File: config.mk
export PLATFORM = sky130hd
export DESIGN_NAME = multicycle_ctrl
export DESIGN_NICKNAME = d
export VERILOG_FILES = /design/src/rtl/mips_pkg.sv /design/src/rtl/mc_aludec.sv /design/src/rtl/multicycle_ctrl.sv
export SDC_FILE = /design/constraint.sdc
export NUM_CORES = 1
export LEC_CHECK = 0
export CELL_PAD_IN_SITES_DETAIL_PLACEMENT = 1
export CELL_PAD_IN_SITES_GLOBAL_PLACEMENT = 1
export CORE_AREA = 3 3 78 80
export CTS_CLUSTER_DIAMETER = 50
export DETAILED_ROUTE_END_ITERATION = 6
export DIE_AREA = 0 0 81 83
export DONT_BUFFER_PORTS = 1
export GPL_ROUTABILITY_DRIVEN = 0
export PLACE_DENSITY = 0.84
export SYNTH_ARGS = -nofsm -noshare
export SYNTH_HDL_FRONTEND = slang
export SYNTH_SLANG_ARGS = --single-unit
File: constraint.sdc
create_clock -name clk -period 2.5 [get_ports clk]
set_clock_uncertainty 0.1 [all_clocks]
set_input_delay 0.125 -clock clk [delete_from_list [all_inputs] [get_ports clk]]
set_output_delay 0.125 -clock clk [all_outputs]
set_load 0.1 [all_outputs]
File: src/rtl/mips_pkg.sv
// Shared encodings for the multicycle MIPS control path: opcodes, functs, ALU controls, states.
// Latency: none (declarations only).
// Backpressure: not applicable.
package mips_pkg;

    // Primary opcodes (IR[31:26]) of the supported subset
    localparam logic [5:0] OP_RTYPE = 6'b000000;
    localparam logic [5:0] OP_LW    = 6'b100011;
    localparam logic [5:0] OP_SW    = 6'b101011;
    localparam logic [5:0] OP_BEQ   = 6'b000100;
    localparam logic [5:0] OP_ADDI  = 6'b001000;
    localparam logic [5:0] OP_J     = 6'b000010;

    // R-type function codes (IR[5:0])
    localparam logic [5:0] FN_ADD = 6'b100000;
    localparam logic [5:0] FN_SUB = 6'b100010;
    localparam logic [5:0] FN_AND = 6'b100100;
    localparam logic [5:0] FN_OR  = 6'b100101;
    localparam logic [5:0] FN_SLT = 6'b101010;

    // ALU operation select seen by the datapath
    localparam logic [2:0] ALU_ADD = 3'b010;
    localparam logic [2:0] ALU_SUB = 3'b110;
    localparam logic [2:0] ALU_AND = 3'b000;
    localparam logic [2:0] ALU_OR  = 3'b001;
    localparam logic [2:0] ALU_SLT = 3'b111;

    // Coarse ALU request from the sequencer; refined by the ALU decoder
    typedef enum logic [1:0] {
        ALUOP_ADD   = 2'b00,
        ALUOP_SUB   = 2'b01,
        ALUOP_FUNCT = 2'b10
    } aluop_t;

    // Sequencer states
    typedef enum logic [3:0] {
        S_FETCH,
        S_DECODE,
        S_MEMADR,
        S_MEMRD,
        S_MEMWB,
        S_MEMWR,
        S_EXECUTE,
        S_ALUWB,
        S_BRANCH,
        S_ADDIEX,
        S_ADDIWB,
        S_JUMP
    } ctrl_state_t;

endpackage

File: src/rtl/mc_aludec.sv
// ALU decoder: maps the sequencer's aluop plus the R-type funct field to an ALU control code.
// Latency: purely combinational.
// Backpressure: none; output follows inputs.
module mc_aludec
    import mips_pkg::*;
(
    input  aluop_t      aluop_i,
    input  logic [5:0]  funct_i,
    output logic [2:0]  alucontrol_o
);

    // Unknown functs fall back to add rather than being flagged
    always_comb begin
        alucontrol_o = ALU_ADD;
        case (aluop_i)
            ALUOP_ADD: alucontrol_o = ALU_ADD;
            ALUOP_SUB: alucontrol_o = ALU_SUB;
            ALUOP_FUNCT: begin
                case (funct_i)
                    FN_ADD:  alucontrol_o = ALU_ADD;
                    FN_SUB:  alucontrol_o = ALU_SUB;
                    FN_AND:  alucontrol_o = ALU_AND;
                    FN_OR:   alucontrol_o = ALU_OR;
                    FN_SLT:  alucontrol_o = ALU_SLT;
                    default: alucontrol_o = ALU_ADD;
                endcase
            end
            default: alucontrol_o = ALU_ADD;
        endcase
    end

endmodule

File: src/rtl/multicycle_ctrl.sv
// Moore sequencer for the multicycle MIPS core, with retired and illegal-opcode counters.
// Latency: 3-5 cycles per instruction with zero-wait memory; each memory wait cycle adds one.
// Backpressure: FETCH, MEMRD and MEMWR hold (request stable, no write enables) until mem_ready.
module multicycle_ctrl
    import mips_pkg::*;
#(
    parameter int CNT_W     = 32,
    parameter int ILLEGAL_W = 8
) (
    input  logic                 clk,
    input  logic                 reset,
    input  logic [5:0]           op,
    input  logic [5:0]           funct,
    input  logic                 zero,
    input  logic                 mem_ready,
    output logic                 mem_req,
    output logic                 iord,
    output logic                 memwrite,
    output logic                 irwrite,
    output logic                 regdst,
    output logic                 memtoreg,
    output logic                 regwrite,
    output logic                 alusrca,
    output logic [1:0]           alusrcb,
    output logic [1:0]           pcsrc,
    output logic [2:0]           alucontrol,
    output logic                 pcen,
    output logic [CNT_W-1:0]     retired,
    output logic [ILLEGAL_W-1:0] illegal_cnt,
    output logic                 illegal_op
);

    ctrl_state_t            state_q, state_d;
    logic [CNT_W-1:0]       retired_q;
    logic [ILLEGAL_W-1:0]   illegal_q;
    aluop_t                 aluop;
    logic                   pcwrite;
    logic                   branch;
    logic                   retire;
    logic                   illegal_dec;
    logic [2:0]             alucontrol_raw;

    mc_aludec u_aludec (
        .aluop_i      (aluop),
        .funct_i      (funct),
        .alucontrol_o (alucontrol_raw)
    );

    // While reset is asserted the datapath must see no request or write enable
    assign alucontrol  = reset ? 3'b000 : alucontrol_raw;
    assign retired     = retired_q;
    assign illegal_cnt = illegal_q;

    // Next-state and per-state control decode; everything defaults to idle
    always_comb begin
        state_d     = state_q;
        mem_req     = 1'b0;
        iord        = 1'b0;
        memwrite    = 1'b0;
        irwrite     = 1'b0;
        regdst      = 1'b0;
        memtoreg    = 1'b0;
        regwrite    = 1'b0;
        alusrca     = 1'b0;
        alusrcb     = 2'b00;
        pcsrc       = 2'b00;
        aluop       = ALUOP_ADD;
        pcwrite     = 1'b0;
        branch      = 1'b0;
        retire      = 1'b0;
        illegal_dec = 1'b0;

        case (state_q)
            S_FETCH: begin
                // PC + 4 computed every cycle; only committed when the fetch lands
                mem_req = 1'b1;
                alusrcb = 2'b01;
                if (mem_ready) begin
                    irwrite = 1'b1;
                    pcwrite = 1'b1;
                    state_d = S_DECODE;
                end
            end
            S_DECODE: begin
                // Speculative branch target into ALUOut
                alusrcb = 2'b11;
                case (op)
                    OP_LW, OP_SW: state_d = S_MEMADR;
                    OP_RTYPE:     state_d = S_EXECUTE;
                    OP_BEQ:       state_d = S_BRANCH;
                    OP_ADDI:      state_d = S_ADDIEX;
                    OP_J:         state_d = S_JUMP;
                    default: begin
                        illegal_dec = 1'b1;
                        state_d     = S_FETCH;
                    end
                endcase
            end
            S_MEMADR: begin
                alusrca = 1'b1;
                alusrcb = 2'b10;
                state_d = (op == OP_SW) ? S_MEMWR : S_MEMRD;
            end
            S_MEMRD: begin
                mem_req = 1'b1;
                iord    = 1'b1;
                if (mem_ready) begin
                    state_d = S_MEMWB;
                end
            end
            S_MEMWB: begin
                regwrite = 1'b1;
                memtoreg = 1'b1;
                retire   = 1'b1;
                state_d  = S_FETCH;
            end
            S_MEMWR: begin
                mem_req  = 1'b1;
                iord     = 1'b1;
                memwrite = 1'b1;
                if (mem_ready) begin
                    retire  = 1'b1;
                    state_d = S_FETCH;
                end
            end
            S_EXECUTE: begin
                alusrca = 1'b1;
                aluop   = ALUOP_FUNCT;
                state_d = S_ALUWB;
            end
            S_ALUWB: begin
                regwrite = 1'b1;
                regdst   = 1'b1;
                retire   = 1'b1;
                state_d  = S_FETCH;
            end
            S_BRANCH: begin
                alusrca = 1'b1;
                aluop   = ALUOP_SUB;
                pcsrc   = 2'b01;
                branch  = 1'b1;
                retire  = 1'b1;
                state_d = S_FETCH;
            end
            S_ADDIEX: begin
                alusrca = 1'b1;
                alusrcb = 2'b10;
                state_d = S_ADDIWB;
            end
            S_ADDIWB: begin
                regwrite = 1'b1;
                retire   = 1'b1;
                state_d  = S_FETCH;
            end
            S_JUMP: begin
                pcsrc   = 2'b10;
                pcwrite = 1'b1;
                retire  = 1'b1;
                state_d = S_FETCH;
            end
            default: state_d = S_FETCH;
        endcase

        pcen       = pcwrite | (branch & zero);
        illegal_op = illegal_dec;

        if (reset) begin
            mem_req    = 1'b0;
            iord       = 1'b0;
            memwrite   = 1'b0;
            irwrite    = 1'b0;
            regdst     = 1'b0;
            memtoreg   = 1'b0;
            regwrite   = 1'b0;
            alusrca    = 1'b0;
            alusrcb    = 2'b00;
            pcsrc      = 2'b00;
            pcen       = 1'b0;
            illegal_op = 1'b0;
        end
    end

    // State register plus wrapping retire counter and saturating illegal counter
    always_ff @(posedge clk or posedge reset) begin
        if (reset) begin
            state_q   <= S_FETCH;
            retired_q <= '0;
            illegal_q <= '0;
        end else begin
            state_q <= state_d;
            if (retire) begin
                retired_q <= retired_q + CNT_W'(1);
            end
            if (illegal_dec && (illegal_q != {ILLEGAL_W{1'b1}})) begin
                illegal_q <= illegal_q + ILLEGAL_W'(1);
            end
        end
    end

endmodule
# Word-level counts from Yosys, hierarchy flattened
# Index checks and enable logic that the tools add are counted.
# Widths: inputs -> output; s select.
[word_totals] regBits=44 inputBits=16 out_inout_bits=57 wordCells=83
[op_classes] add_sub_neg=2 reduce_logical=12 muxes=38 eq_ne=26 bitwise_logic=2
[op_table] op="$eq 6x6->1 const B" n=6
[op_table] op="$add 32x1->32 const B" n=1
[op_table] op="$pmux 4 s7" n=1
[op_table] op="$mux 1" n=22
[op_table] op="$pmux 4 s5" n=1
[op_table] op="$eq 4x3->1 const B" n=4
[op_table] op="$eq 4x4->1 const B" n=4
[op_table] op="$mux 4" n=3
[op_table] op="$pmux 3 s4" n=1
[op_table] op="$add 8x1->8 const B" n=1
[op_table] op="$eq 4x2->1 const B" n=2
[op_table] op="$ne 8x8->1 const B" n=1
[op_table] op="$pmux 2 s2" n=2
[op_table] op="$eq 6x2->1 const B" n=1
[op_table] op="$eq 6x3->1 const B" n=1
[op_table] op="$eq 6x4->1 const B" n=1
[op_table] op="$logic_not 6->1" n=1
[op_table] op="$mux 3" n=2
[op_table] op="$ne 2x2->1 const B" n=3
[op_table] op="$pmux 2 s3" n=1
[op_table] op="$pmux 3 s2" n=1
[op_table] op="$reduce_or 2->1" n=3
[op_table] op="$reduce_or 3->1" n=2
[op_table] op="$reduce_or 6->1" n=1
[op_table] op="other kinds (12)" n=14

# Longest topological paths before layout
# Gate-level depths: netlist of run 1.
[depth] depth_word=5 depth_mapped=8 ltp_nobuf=7

# Modules after synthesis
# From an unflattened synthesis of run 1, not the netlist that was laid out.
[hier_totals] cells_unflattened=275 hier_area_um2=2593.7
[by_module_without_submodules] mod="multicycle_ctrl" cells_per_inst=260 area_per_inst_um2=2474.9 seq_area_each_um2=1101.1 instances=1
[by_module_without_submodules] mod="mc_aludec" cells_per_inst=15 area_per_inst_um2=118.9 seq_area_each_um2=0.0 instances=1

# Worst setup path after synthesis of run 1
# Ideal clock, no wire load.
[synth_timing] kind="register to output" startpoint="register state_q[0]" endpoint="output port alucontrol[0]" n_path_buf=1 t_required_ns=2.275 stages_incl_launch_ff=7 arrival_ns=4.179 setup_slack_ns=-1.904 path_cell_list="dfrtp_1 -> buf_2 -> inv_1 -> nand2_1 -> or2_2 -> ha_1 -> nor4_1"
[synth_via] elab_chain_len=5 word_cells_on_any_way=7 classes_between="eq/ne (4); mux (3)"
[synth_rtl] element="from (decl)" line_no="multicycle_ctrl.sv:33" rtl="ctrl_state_t state_q, state_d;"
[synth_rtl] element="from (signal assigned)" line_no="multicycle_ctrl.sv:190" rtl="state_q <= state_d;"
[synth_rtl] element="$eq 4x4->1 / $eq 4x3->1 (equally long branches)" line_no="multicycle_ctrl.sv:73" rtl="case (state_q)"
[synth_rtl] element="$pmux 2 s2 *" line_no="multicycle_ctrl.sv:73"
[synth_rtl] element="$eq 2x2->1 / $eq 2x1->1 (equally long branches)" line_no="mc_aludec.sv:15" rtl="case (aluop_i)"
[synth_rtl] element="$pmux 3 s2 *" line_no="mc_aludec.sv:15"
[synth_rtl] element="$mux 3 *" line_no="multicycle_ctrl.sv:50" rtl="assign alucontrol = reset ? 3'b000 : alucontrol_raw;"
[synth_rtl] element="to (decl)" line_no="multicycle_ctrl.sv:26" rtl="output logic [2:0] alucontrol,"
# Every way passes the cells marked *; elsewhere a longest branch is shown, timed or not.

# Final worst setup path of run 1
[layout_timing] startpoint="register state_q[3]" endpoint="output port alucontrol[0]"
# Same word-level chain as after synthesis.

==> results.toml, run 1 <==
[cells_and_area]
seqCellArea_um2 = 1120
final_cells = 416
fill_cells = 633
layout-drive-gt1-share = 0.3634
multi_input_area_um2 = 1506
stdcell_area_um2 = 3461
antenna_cells = 0
final_nets = 363
area_delta_synth_final_pct = 35.39

[die]
die_x_um = 81
die-area_um2 = 6723
initial_utilization = 0.4671
io_pins = 73
core-area_um2 = 5473
rows = 27
die_h_um = 83

[synthesis]
synthFlopType = "dfrtp_1"
ys_types = 50
synthTopCellsByCount = "44 x dfrtp_1, 27 x nor2_1, 27 x xnor2_1, 20 x nand3_1, 17 x nand2_1"
syn_avg_cell_area_um2 = 9.363
synth-edff-count = 0
synthArstFlopShare = 1.000
syn_nets = 293
ys_seq_area_frac = 0.4307
postSynthCellCount = 273
netlist_area_um2 = 2556
synth_most_common_cell = "dfrtp_1"
synth_top_area_cell = "dfrtp_1"
ys_seq_elements = 44
synth_area_leaders = "dfrtp_1 43%, xnor2_1 9.3%, xor2_1 4.5%"
synth_top_area_frac = 0.4307
yosysWarnings = 0

[sta]
tightest_slew_ns = 0.8730
finalCritPeriodShare = 0.9794
setup_viol = 0
fin_tns_setup_ns = 0
finalCriticalPeriod_ns = 2.449
holdWs_ns = 0.01215
fmax_ghz = 0.4084
maxSlewViolCount = 0
slew_headroom = 0.4144
final_hold_viol_count = 0

[critical_path]
crit_path_end_kind = "output pin"
crit_arrival_ns = 2.22
worst-setup-path-type = "flip-flop to output pin"
required_ns = 2.28
startpoint_type = "flip-flop"
crit_fanout = 5
rr_worst_depth = 6

[clocking]
cts_made_buffers = 5
cts_tree = "yes"
htreeDepth = 2
clkTransAtPathRegs_ns = 0.09
clockRootBuffer = "clkbuf_8"
clock_latency_ns = 0.31
cts.sinks = 44
clk_path_buf_depth = 2

[power]
power.density_nw_per_um2 = 1048
irDropWorstVdd_mv = 0.8126
power_switching_share = 0.5589
clkPwrFrac = 0.134
pwr-share-seq = 0.258
p_sw_mw = 2.027
internal_power_mw = 1.600
comb_power_share = 0.609
p_leak_nw = 1.538

[routing]
firstDrtPassIters = 4
route.detailed.drc = 0
routed_wl_um = 8222
ant_nets = 0
dr_total_vias = 2402
avgViaCountPerCell = 5.774
first_iter_violations = 122
wl_per_cell_um = 19.76

[place]
place_area_um2 = 3269
port-buffer-count = 0
place_hpwl_um = 5662
numPlacedInstances = 400

[job]
drv_cap = 0

[hold_path]
min_path_cells = 3
hold_path_class = "primary input to flip-flop"

[global_route]
track_usage = 0.2480
grt_pass1_wl_um = 13180
first_global_vias = 2577
grt_antenna_before_repair = 0
grt-ovfl-total = 0
grt_max_degree = 24

[status]
outcome = "completed"
cell usage in the layout, fill, tap and decap left out, types with 10 or more instances in the layout:
master   Yosys  final
buf_4        2     68
dfrtp_1     44     29
xnor2_1     27     27
nand3_1     20     20
nor2_1      27     19
nand2_1     17     17
dfrtp_2      0     15
xor2_1      13     13
nand4_1     12     12
and3_1      10     10
layer usage:
metal | track usage | wire length [um] | vias up
li1 | - | - | 1101
met1 | 0.3087 | 3354 | 1210
met2 | 0.4145 | 4274 | 71
met3 | 0.04881 | 367 | 20
met4 | 0.09985 | 225 | 0
met5 | 0 | 0 | -
cells by family after synthesis:
group                    after synthesis  share of synthesized area
flip-flops                            44                     0.4307
buffers and inverters                 22                    0.03964
AND/OR/NAND/NOR                      134                     0.2844
XOR/XNOR                              40                     0.1371
AO/OA/AOI/OAI                         23                    0.06363
adder cells (fa/ha/maj)                4                    0.01958
multiplexers                           6                    0.02496
area by class of cell:
type	instances	area share
multi-input combinational	207	0.4353
sequential	44	0.3236
timing repair buffer	75	0.1764
tap	72	0.02603
clock buffer	7	0.02495
inverter	10	0.01157
clock inverter	1	0.002169
stage by stage:
stage	worst slack [ns]	util	total power, mW
after global placement	0.2431	0.5974	2.973
after detailed placement	0.05595	0.5974	3.039
after global routing	-0.01702	0.6324	3.791
after floorplan	-0.7975	-	2.529
after CTS	0.007730	0.6241	3.565
final	0.05149	0.6324	3.626
worst paths after layout:
kind                       slack, ns         from            end
setup reg to reg                0.10   state_q[0]    retired[26]
min in group asynchronous       0.26        reset    retired[19]
setup / recovery                0.05   state_q[3]  alucontrol[0]
max in group asynchronous       1.27        reset    retired[11]
hold / removal                  0.01        op[3]     state_q[1]
hold reg to reg                 0.44  retired[21]    retired[21]
registers in the layout (all words and copies together) (netlist names):
signal	cells
state_q	4
illegal_cnt	8
retired	32
power by group through the flow:
stage               clock, mW  sequential [mW]  combinational (mW)
finish                  0.485            0.935                2.21
global route            0.526            0.947                2.32
global placement            0            0.927                2.05
CTS                     0.485            0.940                2.14
detailed placement          0            0.942                2.10
floorplan                   0             1.52                1.00
worst max-delay path, stage by stage, from the launching register on:
cell and delay, ns:
dfrtp_1 0.45, nand2b_2 0.24, or2_2 0.35, ha_2 0.35, nor4_4 0.31, buf_12 0.21
what timing repair did:
| item | in CTS | in global routing |
|---|---|---|
| endpoints found under the hold margin | 24 | 0 |
| setup endpoints to repair | 4 | 7 |
| buffers inserted | 0 | 4 |
| resized for setup | 6 | 5 |
| hold buffers | 4 | 0 |
No activity file was read; power rests on OpenSTA's default activity.
==> run 2, diff against run 1 <==
--- a/config.mk
+++ b/config.mk
@@ -5,15 +5,16 @@
 export SDC_FILE = /design/constraint.sdc
 export NUM_CORES = 1
 export LEC_CHECK = 0
+export ABC_AREA = 1
 export CELL_PAD_IN_SITES_DETAIL_PLACEMENT = 1
 export CELL_PAD_IN_SITES_GLOBAL_PLACEMENT = 1
-export CORE_AREA = 3 3 78 80
+export CORE_AREA = 3 3 91 93
 export CTS_CLUSTER_DIAMETER = 50
 export DETAILED_ROUTE_END_ITERATION = 6
-export DIE_AREA = 0 0 81 83
+export DIE_AREA = 0 0 94 96
 export DONT_BUFFER_PORTS = 1
 export GPL_ROUTABILITY_DRIVEN = 0
-export PLACE_DENSITY = 0.84
+export PLACE_DENSITY = 0.86
 export SYNTH_ARGS = -nofsm -noshare
 export SYNTH_HDL_FRONTEND = slang
 export SYNTH_SLANG_ARGS = --single-unit
==> results.toml, run 2 <==
[die]
core-area_um2 = 7607
die_h_um = 96
die-area_um2 = 9024
initial_utilization = 0.4336
io_pins = 73
die_x_um = 94
rows = 32

[sta]
finalCriticalPeriod_ns = 2.361
maxSlewViolCount = 0
tightest_slew_ns = 0.5486
rsz0062_at_grt = "no"
fin_tns_setup_ns = 0
final_hold_viol_count = 0
setup_viol = 0
slew_headroom = 0.6342
fmax_ghz = 0.4235
finalCritPeriodShare = 0.9445

[routing]
routed_wl_um = 11000
route.detailed.drc = 0
avgViaCountPerCell = 5.235
first_iter_violations = 155
ant_nets = 0
dr_total_vias = 3654
firstDrtPassIters = 4
wl_per_cell_um = 15.75

[global_route]
grt_pass1_wl_um = 18910
track_usage = 0.2608
grt_antenna_before_repair = 0
grt_max_degree = 41
grt-ovfl-total = 0
first_global_vias = 4021

[cells_and_area]
antenna_cells = 0
final_cells = 698
largest_reg_flops = 32
multi_input_area_um2 = 2032
layout-drive-gt1-share = 0.1745
fill_cells = 1059
final_nets = 616
seqCellArea_um2 = 1102
final_cell_mix = "217 x nand2_1, 68 x nor2_1, 66 x nand3_1, 60 x buf_4, 51 x inv_1"
layout_commonest_cell = "nand2_1"
area_delta_synth_final_pct = 23.22

[place]
numPlacedInstances = 689
port-buffer-count = 0
place_hpwl_um = 8530

[synthesis]
synth_top_area_frac = 0.3338
synthTopCellsByCount = "217 x nand2_1, 76 x nor2_1, 66 x nand3_1, 52 x inv_1, 44 x dfrtp_1"
ys_seq_area_frac = 0.3338
postSynthCellCount = 535
ys_seq_elements = 44
yosysWarnings = 0
syn_nets = 555
synth-edff-count = 0
synthFlopType = "dfrtp_1"
ys_types = 27
netlist_area_um2 = 3298
synth_most_common_cell = "nand2_1"
syn_avg_cell_area_um2 = 6.165
synth_area_leaders = "dfrtp_1 33%, nand2_1 25%, nand3_1 10%"
synthArstFlopShare = 1.000
synth_top_area_cell = "dfrtp_1"

[clocking]
clock_latency_ns = 0.30
clk_path_buf_depth = 2
clockRootBuffer = "clkbuf_8"
htreeDepth = 2
cts_made_buffers = 5
cts.sinks = 44
cts_tree = "yes"
clkTransAtPathRegs_ns = 0.08

[critical_path]
crit_fanout = 5
slowest_stage = "dfrtp_2"
crit_arrival_ns = 2.14
crit_chain = "inv_2, nand2_2, nor2_4, ha_1, nor2_2, nand2_1, a211oi_4, buf_12"
crit_path_end_kind = "output pin"
required_ns = 2.28
worst-setup-path-type = "flip-flop to output pin"
crit_family = "simple AND/OR/NAND/NOR gates"
cpPeakStageDelay_ns = 0.46
worst-path-buf-inv = 2
startpoint_type = "flip-flop"

[status]
outcome = "completed"

[power]
p_leak_nw = 2.075
power.density_nw_per_um2 = 747.2
irDropWorstVdd_mv = 0.7293

[hold_path]
hold_path_class = "primary input to flip-flop"

[job]
drv_cap = 0
==> run 2: layer usage <==
metal  GRT usage  up-vias  part of all wire
met1      0.3000     1770              0.40
li1            -     1792                 -
met5           0        -                 0
met4     0.07461        0             0.017
met2      0.4938       75              0.54
met3     0.04535       17             0.041
==> run 2: cell families after synthesis <==
logic type      Yosys count  synth area share
flops                    44            0.3338
compound gates           17           0.02769
fa+ha+maj                 4           0.01518
buf+inv                  67           0.08194
simple gates            384            0.4909
xor+xnor                 19           0.05046
==> run 2: power breakdown <==
group,switching (mW),internal [mW],leakage [nW]
sequential,0.0796,0.794,0.602
clock,0.258,0.191,0.0410
combinational,1.36,0.357,1.43
total,1.69,1.34,2.08
==> run 2: what timing repair did <==
item,4_1_cts,5_1_grt
buffers inserted,0,0
endpoints found under the hold margin,45,0
setup endpoints to repair,2,2
pin swaps,0,1
resized for setup,5,6
hold buffers,2,0
==> run 2: tightest hold or removal path, cell delays in order <==
cell and delay, ns:
inv_1 0.07, nand3_1 0.12, nand3_1 0.08
==> run 2: cell type report <==
type                            count  area share
Tap cell                          102     0.03140
Clock buffer                        6     0.01786
Multi-Input combinational cell    424      0.5000
Clock inverter                      1    0.001232
Timing Repair Buffer               64      0.1256
Inverter                           57     0.05265
Sequential cell                    44      0.2712
==> run 2: worst paths after layout <==
kind	start	end	slack, ns	depth (start not counted)
worst min register to register	retired[1]	retired[1]	0.49	2
worst min-delay path	mem_ready	state_q[1]	0.04	3
max in group asynchronous	reset	retired[26]	1.48	3
worst max register to register	state_q[1]	retired[9]	0.54	8
worst max-delay path	state_q[1]	alucontrol[0]	0.14	8
min in group asynchronous	reset	state_q[2]	0.07	2
==> run 2: per-stage QoR <==
stage / cell area, um2 / util / power (mW) / hold slack [ns] / setup WS (ns)
floorplan: 3346 / - / 2.222 / 0.2366 / -0.3079
finish: 4064 / 0.5342 / 3.037 / 0.04132 / 0.1388
CTS: 4043 / 0.5314 / 3.061 / 0.02605 / 0.006481
global route: 4064 / 0.5342 / 3.201 / 0.06331 / 0.001131
global placement: 3928 / 0.5163 / 2.537 / -0.1954 / 0.4353
detailed placement: 3928 / 0.5163 / 2.595 / -0.1925 / 0.2740
==> run 3, diff against run 2 <==
--- a/config.mk
+++ b/config.mk
@@ -8,13 +8,15 @@
 export ABC_AREA = 1
 export CELL_PAD_IN_SITES_DETAIL_PLACEMENT = 1
 export CELL_PAD_IN_SITES_GLOBAL_PLACEMENT = 1
-export CORE_AREA = 3 3 91 93
+export CORE_AREA = 3 3 92 94
 export CTS_CLUSTER_DIAMETER = 50
 export DETAILED_ROUTE_END_ITERATION = 6
-export DIE_AREA = 0 0 94 96
+export DIE_AREA = 0 0 95 97
 export DONT_BUFFER_PORTS = 1
 export GPL_ROUTABILITY_DRIVEN = 0
+export GPL_TIMING_DRIVEN = 0
 export PLACE_DENSITY = 0.86
 export SYNTH_ARGS = -nofsm -noshare
 export SYNTH_HDL_FRONTEND = slang
+export SYNTH_HIERARCHICAL = 1
 export SYNTH_SLANG_ARGS = --single-unit
==> results.toml, run 3 <==
[die]
die_h_um = 97
io_pins = 73
initial_utilization = 0.4385
rows = 32
die_x_um = 95
core-area_um2 = 7727
die-area_um2 = 9215

[synthesis]
synth_most_common_cell = "nand2_1"
postSynthCellCount = 562
synthArstFlopShare = 1.000
yosysWarnings = 6
ys_seq_area_frac = 0.3250
synth_top_area_cell = "dfrtp_1"
synth_area_leaders = "dfrtp_1 32%, nand2_1 25%, nand3_1 10%"
synth_top_area_frac = 0.3250
ys_types = 27
netlist_area_um2 = 3388
syn_nets = 582
synthTopCellsByCount = "223 x nand2_1, 84 x nor2_1, 68 x nand3_1, 59 x inv_1, 44 x dfrtp_1"
syn_avg_cell_area_um2 = 6.029
synth-edff-count = 0
ys_seq_elements = 44
synthFlopType = "dfrtp_1"

[sta]
maxSlewViolCount = 0
finalCriticalPeriod_ns = 2.516
slew_headroom = 0.1049
setup_viol = 1
rsz0062_at_grt = "yes"
finalCritPeriodShare = 1.006
tightest_slew_ns = 1.333
worst_slack_ns = -0.01596
fin_tns_setup_ns = -0.01596
final_hold_viol_count = 0
holdWs_ns = 0.04103
fmax_ghz = 0.3975

[power]
irDropWorstVdd_mv = 0.7788
power.density_nw_per_um2 = 824.0
p_leak_nw = 1.915

[place]
port-buffer-count = 0
place_hpwl_um = 8518

[clocking]
htreeDepth = 2
clk_path_buf_depth = 2
cts_made_buffers = 5
clkTransAtPathRegs_ns = 0.09
cts.sinks = 44
clock_latency_ns = 0.31
cts_tree = "yes"
clockRootBuffer = "clkbuf_8"

[hold_path]
hold_path_class = "primary input to flip-flop"
min_path_cells = 4
min_to = "state_q[1]"
min_from = "op[4]"

[global_route]
grt_antenna_before_repair = 0
track_usage = 0.2596
grt_pass1_wl_um = 19290
grt_max_degree = 25
grt-ovfl-total = 0
first_global_vias = 3931

[cells_and_area]
area_delta_synth_final_pct = 20.53
final_nets = 611
layout_commonest_cell = "nand2_1"
final_cell_mix = "215 x nand2_1, 75 x nor2_1, 68 x nand3_1, 48 x inv_1, 22 x dfrtp_2"
antenna_cells = 0
largest_reg_flops = 32
finish.utilization = 0.5285
fill_cells = 1049
layout-drive-gt1-share = 0.1976

[status]
violations = "setup timing"
outcome = "finished, violations left"

[routing]
dr_total_vias = 3789
first_iter_violations = 166
routed_wl_um = 12170
avgViaCountPerCell = 5.460
wl_per_cell_um = 17.54
route.detailed.drc = 0
ant_nets = 0
firstDrtPassIters = 4

[job]
drv_cap = 0

[critical_path]
worst-path-stages = 5
crit_fanout = 4
r2r_end = "retired[18]"
worst-path-buf-inv = 1
crit_family = "simple AND/OR/NAND/NOR gates"
required_ns = 2.28
r2r_start = "retired[16]"
cpPeakStageDelay_ns = 1.12
crit_path_end_kind = "output pin"
worst-setup-path-type = "flip-flop to output pin"
startpoint_type = "flip-flop"
crit_arrival_ns = 2.29
slowest_stage = "nor4_4"
cpMostUsedCell = "nand2_4"
crit_chain = "inv_4, nand2_4, nor2_4, nand2_4, nor4_4"
reg2reg_setup_slack_ns = 0.16
rr_worst_depth = 9
## run 3: cell types whose count changed in the layout (fill, tap and decap cells not counted), moves of 5 or more
cell	previous run	this run
buf_2	0	10
buf_4	60	18
dfrtp_1	43	20
dfrtp_2	1	22
inv_4	0	5
nand2_4	1	7
nor2_1	68	75
nor2_4	4	10
## run 3: repair_timing
action	in CTS	in global routing
pin swaps	6	13
gates resized for setup	32	41
hold buffers	1	0
endpoints found under the setup margin	25	27
buffers inserted	10	10
hold endpoints to repair	1	0
## run 3: cells by family after synthesis
family                     after synthesis  share of synthesized area
DFF                                     44                     0.3250
xor gates and xnor gates                18                    0.04653
and+or+nand+nor                        403                     0.4985
buffers and inverters                   76                    0.08789
AOI/OAI and AO/OA                       17                    0.02733
adders and majority gates                4                    0.01477
## run 3: worst max-delay path by stage
stage | startpoint | end
after floorplan | state_q[1] | illegal_op
after global placement | reset | regwrite
after detailed placement | illegal_cnt[0] | illegal_cnt[6]
after CTS | state_q[1] | alucontrol[0]
after global routing | state_q[1] | illegal_op
final | state_q[1] | illegal_op
## run 3: tightest hold or removal path, cell delays in order
cell and delay, ns:
nor2_1 0.02, nand3_1 0.10, a21oi_1 0.07, o211ai_1 0.09
## run 3: routing by layer
layer | up-vias | global-route usage | share of wire | wire length (um)
met2 | 107 | 0.4713 | 0.53 | 6498
met4 | 0 | 0.07436 | 0.025 | 307
li1 | 1815 | - | - | -
met3 | 33 | 0.05365 | 0.050 | 606
met1 | 1834 | 0.3008 | 0.39 | 4759
met5 | - | 0 | 0 | 0
## run 3: layout make-up
cell class / count / area (um2) / share of cell area
sequential: 44 / 1136 / 0.2782
tap: 102 / 127.6 / 0.03125
inverter: 64 / 256.5 / 0.06281
clock buffer: 8 / 90.09 / 0.02206
multi-input combinational: 442 / 2221 / 0.5438
timing repair buffer: 22 / 195.2 / 0.04779
buffer: 12 / 57.56 / 0.01409
## run 3: power breakdown
group | internal, mW | switching (mW) | leakage [nW]
Clock | 0.226 | 0.261 | 0.0455
Sequential | 0.803 | 0.526 | 0.566
Combinational | 0.441 | 1.11 | 1.30
## run 3: per-stage QoR
stage | setup WS, ns | cells | power [mW] | cell area [um2]
2_1_floorplan | -0.3528 | 562 | 2.243 | 3435
3_3_place_gp | -0.5712 | 664 | 2.406 | 3562
3_5_place_dp | -0.1713 | 665 | 2.511 | 3635
4_1_cts | 0.002313 | 684 | 3.165 | 3911
5_1_grt | -0.07821 | 694 | 3.546 | 4084
6_report | -0.01596 | 694 | 3.365 | 4084
